[config.mk]
export PLATFORM = sky130hd
export DESIGN_NAME = pc_flag_unit
export DESIGN_NICKNAME = d
export VERILOG_FILES = /design/src/rtl/pc_flag_unit.sv
export SDC_FILE = /design/constraint.sdc
export NUM_CORES = 1
export LEC_CHECK = 0
export CAP_MARGIN = 25
export CELL_PAD_IN_SITES_DETAIL_PLACEMENT = 1
export CELL_PAD_IN_SITES_GLOBAL_PLACEMENT = 1
export CORE_MARGIN = 2
export CORE_UTILIZATION = 23
export CTS_CLUSTER_SIZE = 24
export DETAILED_ROUTE_END_ITERATION = 8
export PLACE_DENSITY = 0.83
export SYNTH_ARGS = -nofsm -noshare
export SYNTH_HDL_FRONTEND = slang
export SYNTH_SLANG_ARGS = --single-unit
[constraint.sdc]
create_clock -name clk -period 2.3 [get_ports clk]
set_input_delay 0.23 -clock clk [delete_from_list [all_inputs] [get_ports clk]]
set_output_delay 0.23 -clock clk [all_outputs]
set_load 0.01 [all_outputs]
[src/rtl/pc_flag_unit.sv]
// pc_flag_unit: LEGv8 PC register, NZVC flags, branch resolution and saturating taken-branch counter
module pc_flag_unit #(
  parameter logic [63:0] RESET_PC = 64'd0,
  parameter int CNT_W = 16
) (
  input  logic             clk,
  input  logic             reset,
  input  logic             stall,
  input  logic             flags_update,
  input  logic             alu_negative,
  input  logic             alu_zero,
  input  logic             alu_overflow,
  input  logic             alu_carry_out,
  input  logic [2:0]       br_kind,
  input  logic [3:0]       cond,
  input  logic [63:0]      cb_value,
  input  logic [63:0]      br_target,
  input  logic [63:0]      br_reg,
  output logic [63:0]      pc,
  output logic [63:0]      pc_plus4,
  output logic             taken,
  output logic [3:0]       flags,
  output logic [CNT_W-1:0] taken_count
);
  logic n, z, v, c, cond_ok;
  logic [7:0] base;
  logic [63:0] next_pc;
  assign {n, z, v, c} = flags;
  assign base = {1'b1, !z && (n == v), n == v, c && !z, v, n, c, z};
  assign cond_ok = (cond[0] && cond != 4'hF) ? !base[cond[3:1]] : base[cond[3:1]];
  assign pc_plus4 = pc + 64'd4;
  always_comb begin
    taken = 1'b0;
    case (br_kind)
      3'd1: taken = 1'b1;
      3'd2: taken = cond_ok;
      3'd3: taken = cb_value == 64'd0;
      3'd4: taken = cb_value != 64'd0;
      3'd5: taken = 1'b1;
      default: taken = 1'b0;
    endcase
  end
  assign next_pc = br_kind == 3'd5 ? br_reg : taken ? br_target : pc_plus4;
  always_ff @(posedge clk) begin
    if (reset) begin
      pc <= RESET_PC;
      flags <= 4'b0000;
      taken_count <= '0;
    end else if (!stall) begin
      pc <= next_pc;
      if (flags_update) flags <= {alu_negative, alu_zero, alu_overflow, alu_carry_out};
      if (taken && taken_count != '1) taken_count <= taken_count + CNT_W'(1);
    end
  end
endmodule

==> summary.txt, run 1 <==
Outcome
  – Run status: complete, but fails checks
  – Failing checks: negative setup slack

Timing
  – Worst slew pin tran: 0.698 ns
  – Fmax: 346 MHz
  – Fin crit period: 2.89 ns
  – Max-slew violation count: 0
  – RSZ-0062 raised after global routing: true
  – Clock Skew: 0.0180 ns
  – Relative slew slack: 53.3%
  – Final WS setup: -0.588 ns
  – Final hold vios: 0
  – Fin crit share: 126%
  – Setup violators final: 97

Critical path
  – CP Cell Sequence: nand4_1 > or4_4 > or4b_4 > buf_6 > nor4_4 > xnor2_2 > buf_2
  – Largest stage delay, worst path: 0.56 ns
  – Crit-path max FO: 4
  – CP max-delay cell: or4_4
  – Setup crit end kind: output pin
  – Crit Path Category: register to output pin
  – WP data required: 2.07 ns
  – CP arrival: 2.66 ns
  – Startpoint type of the worst setup path: register

Place
  – Worst slack at placement: -0.790 ns
  – DP Area: 10,700 um^2
  – Hpwl dp: 23,500 um
  – Inst Count DP: 1,447
  – Port bufs: 355
  – GP Congestion: 0.879

Logic synthesis
  – Post-Syn Instances: 667
  – Main combinational cell family by area after synthesis: simple AND/OR/NAND/NOR gates
  – Syn Nets: 876
  – Area contributors post-synth: dfxtp_1 (30%), mux2i_1 (12%), a22oi_1 (7.1%)
  – Synth async-reset ratio: 0%
  – Post-Synth XOR/XNOR Area: 9.71%
  – Ys Warns: 0
  – Cell Area, Synth: 5590 um^2
  – Sequential-to-total area share from yosys stat: 30.1%
  – Number of synthesized register bits: 84
  – Netlist cell types: 55
  – Complex-gate fraction of the synthesized area: 18.2%
  – Simple-gate share of the synthesized area: 23.5%
  – Number of synthesized flops with an enable pin: 0
  – Post-Synth Adder-Cell Area: 0.448%
  – Yosys top cell area share: 30.1%
  – Ys flop type: dfxtp_1
  – Dominant cell type by area after synthesis: dfxtp_1
  – Post-synthesis mux area share: 13.8%
  – Post-synthesis area per instance: 8.38 um^2

Global route
  – Pin count of the biggest net entering global routing: 54
  – Vias in the first global route: 8,862
  – First-pass GRT wire length: 51,800 um
  – GRT Total Usage: 25.9%
  – Remaining global-route overflow: 0
  – Antenna violations before repair: 4

Cells and area
  – Design Area, Final: 13,200 um^2
  – Fill cells: 2,700
  – Synthesis-to-finish area growth: 137%
  – Nets: 1,452
  – Final Instance Count excl. Fillers: 1,575
  – Ratio of cells with drive above 1 in the final layout: 47.3%
  – Commonest non-fill, non-tap cell in the layout: clkdlybuf4s50_1
  – Commonest cells after routing, fill and taps aside: clkdlybuf4s50_1 (229), buf_4 (175), buf_6 (76)

Clocking
  – Clk Tree Root Cell: clkbuf_16
  – TritonCTS Buffers: 9
  – H-tree Lvls: 3
  – CTS clk-pin slew, worst paths: 0.08 ns
  – Post-CTS Hold Buffers: 0
  – Max clock buf depth: 2
  – Clk sink count: 84
  – CTS tree: yes
  – Skew-Pair Late Insertion Delay: 0.35 ns

Hold path
  – Hold Path Class: primary input to register

Die
  – Core Region: 24,100 um^2
  – Boundary Pins: 356
  – Initial Util: 23.2%
  – Die area: 25,600 um^2
  – Die H: 160 um
  – Num rows: 57
  – Die Width: 160 um

Route
  – Remaining DRCs: 0
  – DR vias: 8,365
  – Initial DRC count: 456
  – Antenna viol nets, final: 0
  – Routed len/inst: 24.6 um
  – DR pass1 iterations: 7
  – Drt total wl: 38,800 um
  – Routed vias/inst: 5.31

Pwr
  – Internal Power: 0.00357 W
  – Sequential share of power: 30.9%
  – Gate power share: 37.7%
  – PD cells: 396 nW/um^2
  – Switching Fraction: 31.9%
  – Switch Pwr: 0.00167 W
  – LEAKAGE: 5.67 nW
  – Design Power: 0.00524 W
  – Clk pwr share: 31.4%
  – VDD IR max: 0.397 mV

Job
  – Maxcap violations: 0
Yosys cell counts (all sizes together), types with 3 or more instances:
library cell / number
nand3: 26
nand4: 30
mux2: 8
a211oi: 3
clkbuf: 27
inv: 12
nor2b: 13
o31ai: 7
mux2i: 68
o21ai: 61
nor2: 38
dfxtp: 84
or4b: 4
nor3: 14
and4: 10
a21oi: 21
or2: 3
a22oi: 53
nand2: 24
xor2: 17
buf: 18
xnor2: 45
or3: 6
and3: 16
nor4: 21
a311oi: 3
a2111oi: 3
or4: 6
nand2b: 4
worst max-delay path: cells and delay by family, from the launching register on:
family / cells / cell delay, ns
XOR/XNOR: 1 / 0.16
AND/OR/NAND/NOR: 4 / 1.47
flip-flops: 1 / 0.35
buffers and inverters: 2 / 0.33
cell type report:
class | count | area [um^2] | area share (%)
Clock inverter | 6 | 76.3 | 0.577
Antenna cell | 3 | 7.51 | 0.0567
Inverter | 12 | 50.0 | 0.378
Tap cell | 324 | 405 | 3.06
Timing Repair Buffer | 610 | 5640 | 42.7
Clock buffer | 10 | 250 | 1.89
Sequential cell | 84 | 1760 | 13.3
Multi-Input combinational cell | 526 | 5040 | 38.1
per-stage QoR:
step,util (%),TNS (ns),hold WS (ns)
2_1_floorplan,-,0,0.373
3_3_place_gp,44.2,-51.06,0.504
3_5_place_dp,44.2,-67.10,0.530
4_1_cts,51.2,-16.74,0.248
5_1_grt,54.9,-31.20,0.318
6_report,54.9,-20.40,0.305
cells by family after synthesis:
logic type / count (synthesis)
AND/OR/NAND/NOR: 225
AO/OA/AOI/OAI: 161
flip-flops: 84
multiplexers: 76
XOR/XNOR: 62
buffers and inverters: 57
adder cells (fa/ha/maj): 2
timing repair:
item | in CTS | in global routing
pin swaps | 100 | 101
buffers inserted | 82 | 56
gates cloned | 5 | 1
resized for setup | 546 | 261
endpoints found under the setup margin | 137 | 131
worst paths after layout:
kind	from	endpoint	slack, ns	cells after the start
setup reg to reg	pc[38]$_SDFFE_PP0N_	pc[58]$_SDFFE_PP0N_	-0.52	13
hold / removal	reset	pc[4]$_SDFFE_PP0N_	0.30	2
hold reg to reg	taken_count[10]$_SDFFE_PP0P_	taken_count[10]$_SDFFE_PP0P_	0.58	2
setup / recovery	pc[38]$_SDFFE_PP0N_	pc_plus4[63]	-0.59	7
routing by layer:
layer  GRT usage [%]  vias to the layer above  share of wire [%]
li1                -                     3666                  -
met1            28.1                     4133                 36
met2            47.7                      424                 52
met3            5.64                      140                6.3
met4            12.4                        2                5.8
met5               0                        -              0.034
power groups by stage:
stage | sequential [W] | clock [W] | combinational, W
3_3_place_gp | 0.00163 | 0 | 0.00157
5_1_grt | 0.00163 | 0.00173 | 0.00206
3_5_place_dp | 0.00164 | 0 | 0.00160
2_1_floorplan | 0.00172 | 0 | 0.000449
4_1_cts | 0.00161 | 0.00165 | 0.00175
6_report | 0.00162 | 0.00165 | 0.00198
registers in the layout, indices dropped and copies added (netlist names):
register and cells:
flags 4, pc 64, taken_count 16
(Power assumes the default switching activity.)
==> inputs of run 2 (changes only) <==
--- a/config.mk
+++ b/config.mk
@@ -10,6 +10,7 @@
 export CELL_PAD_IN_SITES_GLOBAL_PLACEMENT = 1
 export CORE_MARGIN = 2
 export CORE_UTILIZATION = 23
+export CTS_BUF_LIST = sky130_fd_sc_hd__clkbuf_4 sky130_fd_sc_hd__clkbuf_8 sky130_fd_sc_hd__clkbuf_16
 export CTS_CLUSTER_SIZE = 24
 export DETAILED_ROUTE_END_ITERATION = 8
 export PLACE_DENSITY = 0.83
==> results of run 2 <==
The final DEF is identical to that of run 1; final timing and power are the same.
